### config.mk
export PLATFORM = sky130hd
export DESIGN_NAME = booth_mul_sched
export DESIGN_NICKNAME = d
export VERILOG_FILES = /design/src/rtl/booth_mul_sched_pkg.sv /design/src/rtl/sched_rsp_fifo.sv /design/src/rtl/booth_mul_sched.sv
export SDC_FILE = /design/constraint.sdc
export NUM_CORES = 1
export LEC_CHECK = 0
export ABC_AREA = 1
export CORE_ASPECT_RATIO = 1.5
export CORE_MARGIN = 8
export CORE_UTILIZATION = 54
export CTS_CLUSTER_DIAMETER = 150
export DETAILED_ROUTE_END_ITERATION = 16
export PLACE_DENSITY = 0.81
export SLEW_MARGIN = 20
export SYNTH_ARGS = -nofsm -noshare
export SYNTH_HDL_FRONTEND = slang
export SYNTH_HIERARCHICAL = 1
export SYNTH_SLANG_ARGS = --single-unit
export TNS_END_PERCENT = 5
### constraint.sdc
create_clock -name clk -period 3.8 [get_ports clk]
set_input_delay 0.57 -clock clk [delete_from_list [all_inputs] [get_ports clk]]
set_output_delay 0.57 -clock clk [all_outputs]
set_load 0.01 [all_outputs]
### src/rtl/booth_mul_sched_pkg.sv
// Shared widths and the in-flight tag type for the Booth multiplier scheduler.
package booth_mul_sched_pkg;

  localparam int OPW     = 4;
  localparam int RESW    = 9;
  // Wide enough for the largest requester count (8).
  localparam int TAG_IDW = 3;

  typedef struct packed {
    logic               vld;
    logic [TAG_IDW-1:0] id;
  } tag_t;

endpackage

### src/rtl/sched_rsp_fifo.sv
// In-order response FIFO built as a shift register so the head entry is always a flop.
module sched_rsp_fifo #(
  parameter int DEPTH = 4,
  parameter int DW    = 11,
  parameter int CW    = $clog2(DEPTH + 1)
) (
  input  logic          clk,
  input  logic          rst,
  input  logic          push_i,
  input  logic [DW-1:0] push_data_i,
  input  logic          pop_i,
  output logic          head_valid_o,
  output logic [DW-1:0] head_data_o,
  output logic [CW-1:0] count_o
);

  logic [DW-1:0] mem_q [DEPTH];
  logic [DW-1:0] mem_d [DEPTH];
  logic [CW-1:0] count_q, count_d;
  logic          do_pop;

  // Pop shifts every entry toward the head; a push lands just past the last live entry.
  always_comb begin
    int wr_idx;
    do_pop  = pop_i && (count_q != '0);
    count_d = count_q + CW'(push_i) - CW'(do_pop);
    for (int k = 0; k < DEPTH; k++) begin
      mem_d[k] = mem_q[k];
    end
    if (do_pop) begin
      for (int k = 0; k < DEPTH - 1; k++) begin
        mem_d[k] = mem_q[k + 1];
      end
      mem_d[DEPTH-1] = '0;
    end
    wr_idx = int'(count_q) - (do_pop ? 1 : 0);
    if (push_i && (wr_idx < DEPTH)) begin
      mem_d[wr_idx] = push_data_i;
    end
  end

  always_ff @(posedge clk or posedge rst) begin
    if (rst) begin
      count_q <= '0;
      for (int k = 0; k < DEPTH; k++) begin
        mem_q[k] <= '0;
      end
    end else begin
      count_q <= count_d;
      for (int k = 0; k < DEPTH; k++) begin
        mem_q[k] <= mem_d[k];
      end
    end
  end

  assign head_valid_o = (count_q != '0);
  assign head_data_o  = mem_q[0];
  assign count_o      = count_q;

  a_no_overflow: assert property (@(posedge clk) disable iff (rst)
    !(push_i && !do_pop && (count_q == CW'(DEPTH))));

endmodule

### src/rtl/booth_mul_sched.sv
// Round-robin scheduler sharing one external 4x4 multiplier among NREQ clients,
// with credit-protected in-order response return.
module booth_mul_sched
  import booth_mul_sched_pkg::*;
#(
  parameter int NREQ      = 4,
  parameter int MUL_LAT   = 2,
  parameter int RSP_DEPTH = 4,
  parameter int IDW       = $clog2(NREQ)
) (
  input  logic                clk,
  input  logic                rst,
  input  logic [NREQ-1:0]     req_valid,
  input  logic [4*NREQ-1:0]   req_a,
  input  logic [4*NREQ-1:0]   req_b,
  output logic [NREQ-1:0]     req_ready,
  output logic [OPW-1:0]      mul_x,
  output logic [OPW-1:0]      mul_m,
  input  logic [RESW-1:0]     mul_result,
  output logic                rsp_valid,
  output logic [IDW-1:0]      rsp_id,
  output logic [RESW-1:0]     rsp_result,
  input  logic                rsp_ready,
  output logic                busy
);

  localparam int CRW = $clog2(RSP_DEPTH + 1);
  localparam int FCW = $clog2(RSP_DEPTH + 1);

  logic [CRW-1:0]      cred_q, cred_d;
  logic [IDW-1:0]      ptr_q, ptr_d;
  logic [IDW-1:0]      gnt_id;
  logic                gnt_found;
  logic [NREQ-1:0]     grant;
  logic                issue;
  logic                rsp_hs;
  logic [OPW-1:0]      mul_x_q, mul_x_d, mul_m_q, mul_m_d;
  tag_t                tag_q [MUL_LAT];
  tag_t                tag_d [MUL_LAT];
  tag_t                tag_last;
  logic                tag_any;
  logic [FCW-1:0]      fifo_count;
  logic [IDW+RESW-1:0] fifo_head;
  logic                unused_tag_id;

  // First valid requester at or after ptr, wrapping; grant only while a FIFO slot is unreserved.
  always_comb begin
    int idx;
    gnt_found = 1'b0;
    gnt_id    = '0;
    for (int k = 0; k < NREQ; k++) begin
      idx = int'(ptr_q) + k;
      if (idx >= NREQ) idx = idx - NREQ;
      if (!gnt_found && req_valid[idx]) begin
        gnt_found = 1'b1;
        gnt_id    = IDW'(idx);
      end
    end
    grant = '0;
    if (gnt_found && (cred_q != '0) && !rst) begin
      grant[gnt_id] = 1'b1;
    end
  end

  assign req_ready = grant;
  assign issue     = |grant;
  assign rsp_hs    = rsp_valid && rsp_ready;

  always_comb begin
    cred_d  = cred_q - CRW'(issue) + CRW'(rsp_hs);
    ptr_d   = ptr_q;
    mul_x_d = mul_x_q;
    mul_m_d = mul_m_q;
    if (issue) begin
      ptr_d   = (gnt_id == IDW'(NREQ - 1)) ? '0 : gnt_id + 1'b1;
      mul_x_d = req_a[gnt_id*OPW +: OPW];
      mul_m_d = req_b[gnt_id*OPW +: OPW];
    end
  end

  // Tag pipe mirrors the datapath latency; a bubble enters on cycles without issue.
  always_comb begin
    tag_d[0].vld = issue;
    tag_d[0].id  = issue ? TAG_IDW'(gnt_id) : '0;
    for (int k = 1; k < MUL_LAT; k++) begin
      tag_d[k] = tag_q[k-1];
    end
    tag_any = 1'b0;
    for (int k = 0; k < MUL_LAT; k++) begin
      tag_any = tag_any | tag_q[k].vld;
    end
  end

  always_ff @(posedge clk or posedge rst) begin
    if (rst) begin
      cred_q  <= CRW'(RSP_DEPTH);
      ptr_q   <= '0;
      mul_x_q <= '0;
      mul_m_q <= '0;
      for (int k = 0; k < MUL_LAT; k++) begin
        tag_q[k] <= '0;
      end
    end else begin
      cred_q  <= cred_d;
      ptr_q   <= ptr_d;
      mul_x_q <= mul_x_d;
      mul_m_q <= mul_m_d;
      for (int k = 0; k < MUL_LAT; k++) begin
        tag_q[k] <= tag_d[k];
      end
    end
  end

  assign tag_last      = tag_q[MUL_LAT-1];
  assign unused_tag_id = ^tag_last.id;

  sched_rsp_fifo #(
    .DEPTH (RSP_DEPTH),
    .DW    (IDW + RESW),
    .CW    (FCW)
  ) u_rsp_fifo (
    .clk          (clk),
    .rst          (rst),
    .push_i       (tag_last.vld),
    .push_data_i  ({tag_last.id[IDW-1:0], mul_result}),
    .pop_i        (rsp_ready),
    .head_valid_o (rsp_valid),
    .head_data_o  (fifo_head),
    .count_o      (fifo_count)
  );

  assign rsp_id     = fifo_head[IDW+RESW-1:RESW];
  assign rsp_result = fifo_head[RESW-1:0];
  assign mul_x      = mul_x_q;
  assign mul_m      = mul_m_q;
  assign busy       = tag_any | (fifo_count != '0);

  a_cred_max: assert property (@(posedge clk) disable iff (rst) cred_q <= CRW'(RSP_DEPTH));
  a_cred_min: assert property (@(posedge clk) disable iff (rst) !(issue && (cred_q == '0)));

endmodule

==> summary.md, run 1 <==
| Metric | Value |
|---|---|
| Boundary Pins | 73 |
| CTS tree | yes |
| Final Max Slew Viols | 0 |
| Most frequent cells in the layout | nand2_1 (184), nand3_1 (138), inv_1 (86) |
| Finished Core Util | 0.661 |
| WHS Endpoint | tag_last[1]$_DFF_PP0_ |
| PortBufs | 72 |
| Worst reg2reg path startpoint | ptr_q[0]$_DFFE_PP0N_ |
| Worst path required time | 3.23 ns |
| First-pass GRT wire length | 18300 um |
| CTS Root Cell | clkbuf_16 |
| Register area share after synthesis | 0.382 |
| Initial DRC count | 213 |
| Crit path kind | in2out |
| CP Launch Type | input pin |
| Worst hold path class | reg2reg |
| R2r endpoint | cred_q[2]$_DFF_PP1_ |
| R2R depth | 20 |
| Die width | 89.0 um |
| H-tree depth | 3 |
| Worst setup EP type | output port |
| Area Growth Syn to Fin | 21.0% |
| Antenna-violating nets left | 0 |
| Unrepaired setup endpoints after global routing | no |
| Final Hold Vio Count | 0 |
| Via count | 4019 |
| Tightest Pin Transition | 0.818 ns |
| Leakage | 2.81 nW |
| Netlist Area Pre-Place | 4320 um2 |
| FF+latch count, synth | 66 |
| Total CTS buffers | 9 |
| Full die area | 11200 um2 |
| Area fraction of the dominant cell type after synthesis | 0.376 |
| VDD IR-drop max | 0.788 mV |
| Yosys top cell by area | dfrtp_1 |
| CP Max Fanout | 18 |
| Post-CTS Setup Inserts | 0 |
| Pwr dens | 942 nW/um2 |
| Detailed placement HPWL | 7400 um |
| Largest net degree at the start of global routing | 48 |
| Cell Rows | 40 |
| Final nets | 714 |
| Drt drc | 0 |
| Sw Pwr | 2.27 mW |
| Max Clk Rate | 291 MHz |
| Layout cells sized above 1 | 0.0909 |
| Post-synth top flop | dfrtp_1 |
| WL/cell | 14.0 um |
| Final Skew | 0.00374 ns |
| Netlist cell types | 31 |
| Remaining Overflow, GRT | 0 |
| Mean Syn Cell Area | 7.17 um2 |
| Run status | finished clean |
| Period Utilization, post-route | 0.906 |
| Placed insts | 749 |
| Fillers | 681 |
| Hold Buf Count CTS | 0 |
| Later-pin clock latency in the skew report | 0.33 ns |
| Core box area | 7910 um2 |
| Reg clk slew, reported paths | 0.05 ns |
| Finish-stage setup viols | 0 |
| Number of flops mapped to enable cells by yosys | 0 |
| Sequential group share of total power | 0.246 |
| Clk sinks | 66 |
| Via density per instance | 5.25 |
| Setup tns final | 0 ns |
| Initial antenna violation count | 0 |
| Max_cap viols | 0 |
| Yosys synthesis warning count | 6 |
| Final GP Congestion | 0.853 |
| Leading cell type in the layout, fill and taps excluded | nand2_1 |
| Max-slew headroom | 0.455 |
| Die Y | 126 um |
| R2R setup slack | 0.58 ns |
| CP arrival | 2.87 ns |
| Sw Share | 0.460 |
| Max Buffers Root-to-Sink | 2 |
| Total iterations of the first detailed-routing run | 5 |
| CTS resizes | 0 |
| Cells after Synth | 603 |
| Internal power | 2.66 mW |
| Clock share of power | 0.161 |
| Minimum clock period | 3.44 ns |
| GRT Overall Usage | 0.204 |
| Comb power frac | 0.592 |
| Vias in the first global route | 4037 |
| Top post-synthesis cells by area | dfrtp_1 (38%), nand2_1 (16%), nand3_1 (16%) |
| ANT cells | 0 |
| Final Instance Area | 5230 um2 |
| Hold path cells | 0 |
| Routed WL | 10700 um |
| Power after layout | 4.93 mW |
| Synthesized net count | 662 |
| Starting Density | 0.547 |
| Async SR Flop Fraction | 1.00 |
| Area after DPL | 4940 um2 |
| Hold Path Origin | tag_d[1]$_DFF_PP0_ |
| Final Non-Filler Cells | 765 |
[worst max path at each step]
stage / end / cells after the start / slack (ns) / start
after floorplan: cred_q[1]$_DFF_PP0_ / 20 / 0.70 / req_valid[3]
after global placement: cred_q[1]$_DFF_PP0_ / 21 / 0.35 / req_valid[3]
after detailed placement: cred_q[1]$_DFF_PP0_ / 21 / 0.20 / req_valid[1]
after CTS: req_ready[1] / 13 / 0.37 / req_valid[1]
after global routing: req_ready[1] / 13 / 0.10 / req_valid[1]
final: req_ready[1] / 13 / 0.36 / req_valid[1]
[per-stage QoR]
step | hold WS, ns | setup WS [ns]
after floorplan | 0.331 | 0.701
after global placement | 0.334 | 0.352
after detailed placement | 0.340 | 0.199
after CTS | 0.357 | 0.373
after global routing | 0.362 | 0.104
final | 0.359 | 0.359
[critical path, cell delays in order]
cell and delay, ns:
clkdlybuf4s50_1 0.41, inv_1 0.08, nand2_1 0.07, nand3_1 0.13, nand2_1 0.12, inv_1 0.13, nand2_1 0.11, nand2_4 0.18
nand3_4 0.09, inv_2 0.08, nand3_2 0.23, inv_1 0.12, clkdlybuf4s50_1 0.56
[per-layer routing]
metal,global-route usage,wire (um)
met1,0.217,4100
met2,0.355,5620
met3,0.0590,714
met4,0.0925,250
met5,0,0
[synth_stat cells (6+ instances only)]
cell type,instances
nand2_1,184
nand3_1,138
inv_1,87
dfrtp_1,65
buf_4,20
nand4_1,16
buf_2,14
a21oi_1,12
ha_1,9
nand2_2,9
nor2_1,9
inv_2,6
[cells by family after synthesis]
family,synth area share
simple gates,0.397
buf+inv,0.161
flops,0.382
compound gates,0.0180
fa+ha+maj,0.0353
xor+xnor,0.00608
[area by class of cell]
class | instances | area (um2) | area share
multi-input cells | 398 | 1970 | 0.377
clock inverters | 6 | 57.6 | 0.0110
inverters | 94 | 359 | 0.0687
flip-flops and latches | 66 | 1650 | 0.316
clock buffers | 10 | 229 | 0.0438
repair buffers | 86 | 826 | 0.158
well taps | 105 | 131 | 0.0251
[power groups by stage]
stage / logic [mW] / clock network, mW / registers (mW)
after global placement: 2.79 / 0 / 1.21
after floorplan: 2.36 / 0 / 1.18
after detailed placement: 2.91 / 0 / 1.22
after CTS: 2.92 / 0.810 / 1.21
after global routing: 3.30 / 0.841 / 1.25
final: 2.92 / 0.796 / 1.21
[sequential cells by signal (all words and copies together), names as in the netlist]
| name | cells |
|---|---|
| ptr_q | 2 |
| u_rsp_fifo/mem_q | 33 |
| u_rsp_fifo/count_o | 3 |
| mul_m | 4 |
| u_rsp_fifo/head_data_o | 11 |
| mul_x | 4 |
| tag_last | 3 |
| tag_d | 3 |
| cred_q | 3 |
Note: power is estimated with default switching activity, not from simulation.
==> inputs of run 2 (changes only) <==
--- a/config.mk
+++ b/config.mk
@@ -11,6 +11,7 @@
 export CORE_UTILIZATION = 54
 export CTS_CLUSTER_DIAMETER = 150
 export DETAILED_ROUTE_END_ITERATION = 16
+export GPL_ROUTABILITY_DRIVEN = 0
 export PLACE_DENSITY = 0.81
 export SLEW_MARGIN = 20
 export SYNTH_ARGS = -nofsm -noshare
==> results of run 2 <==
Final layout, timing and power as in run 1 (identical DEF).
==> inputs of run 3 (changes only) <==
--- a/config.mk
+++ b/config.mk
@@ -11,7 +11,6 @@
 export CORE_UTILIZATION = 54
 export CTS_CLUSTER_DIAMETER = 150
 export DETAILED_ROUTE_END_ITERATION = 16
-export GPL_ROUTABILITY_DRIVEN = 0
 export PLACE_DENSITY = 0.81
 export SLEW_MARGIN = 20
 export SYNTH_ARGS = -nofsm -noshare
==> results of run 3 <==
Final layout, timing and power as in run 1 (identical DEF).
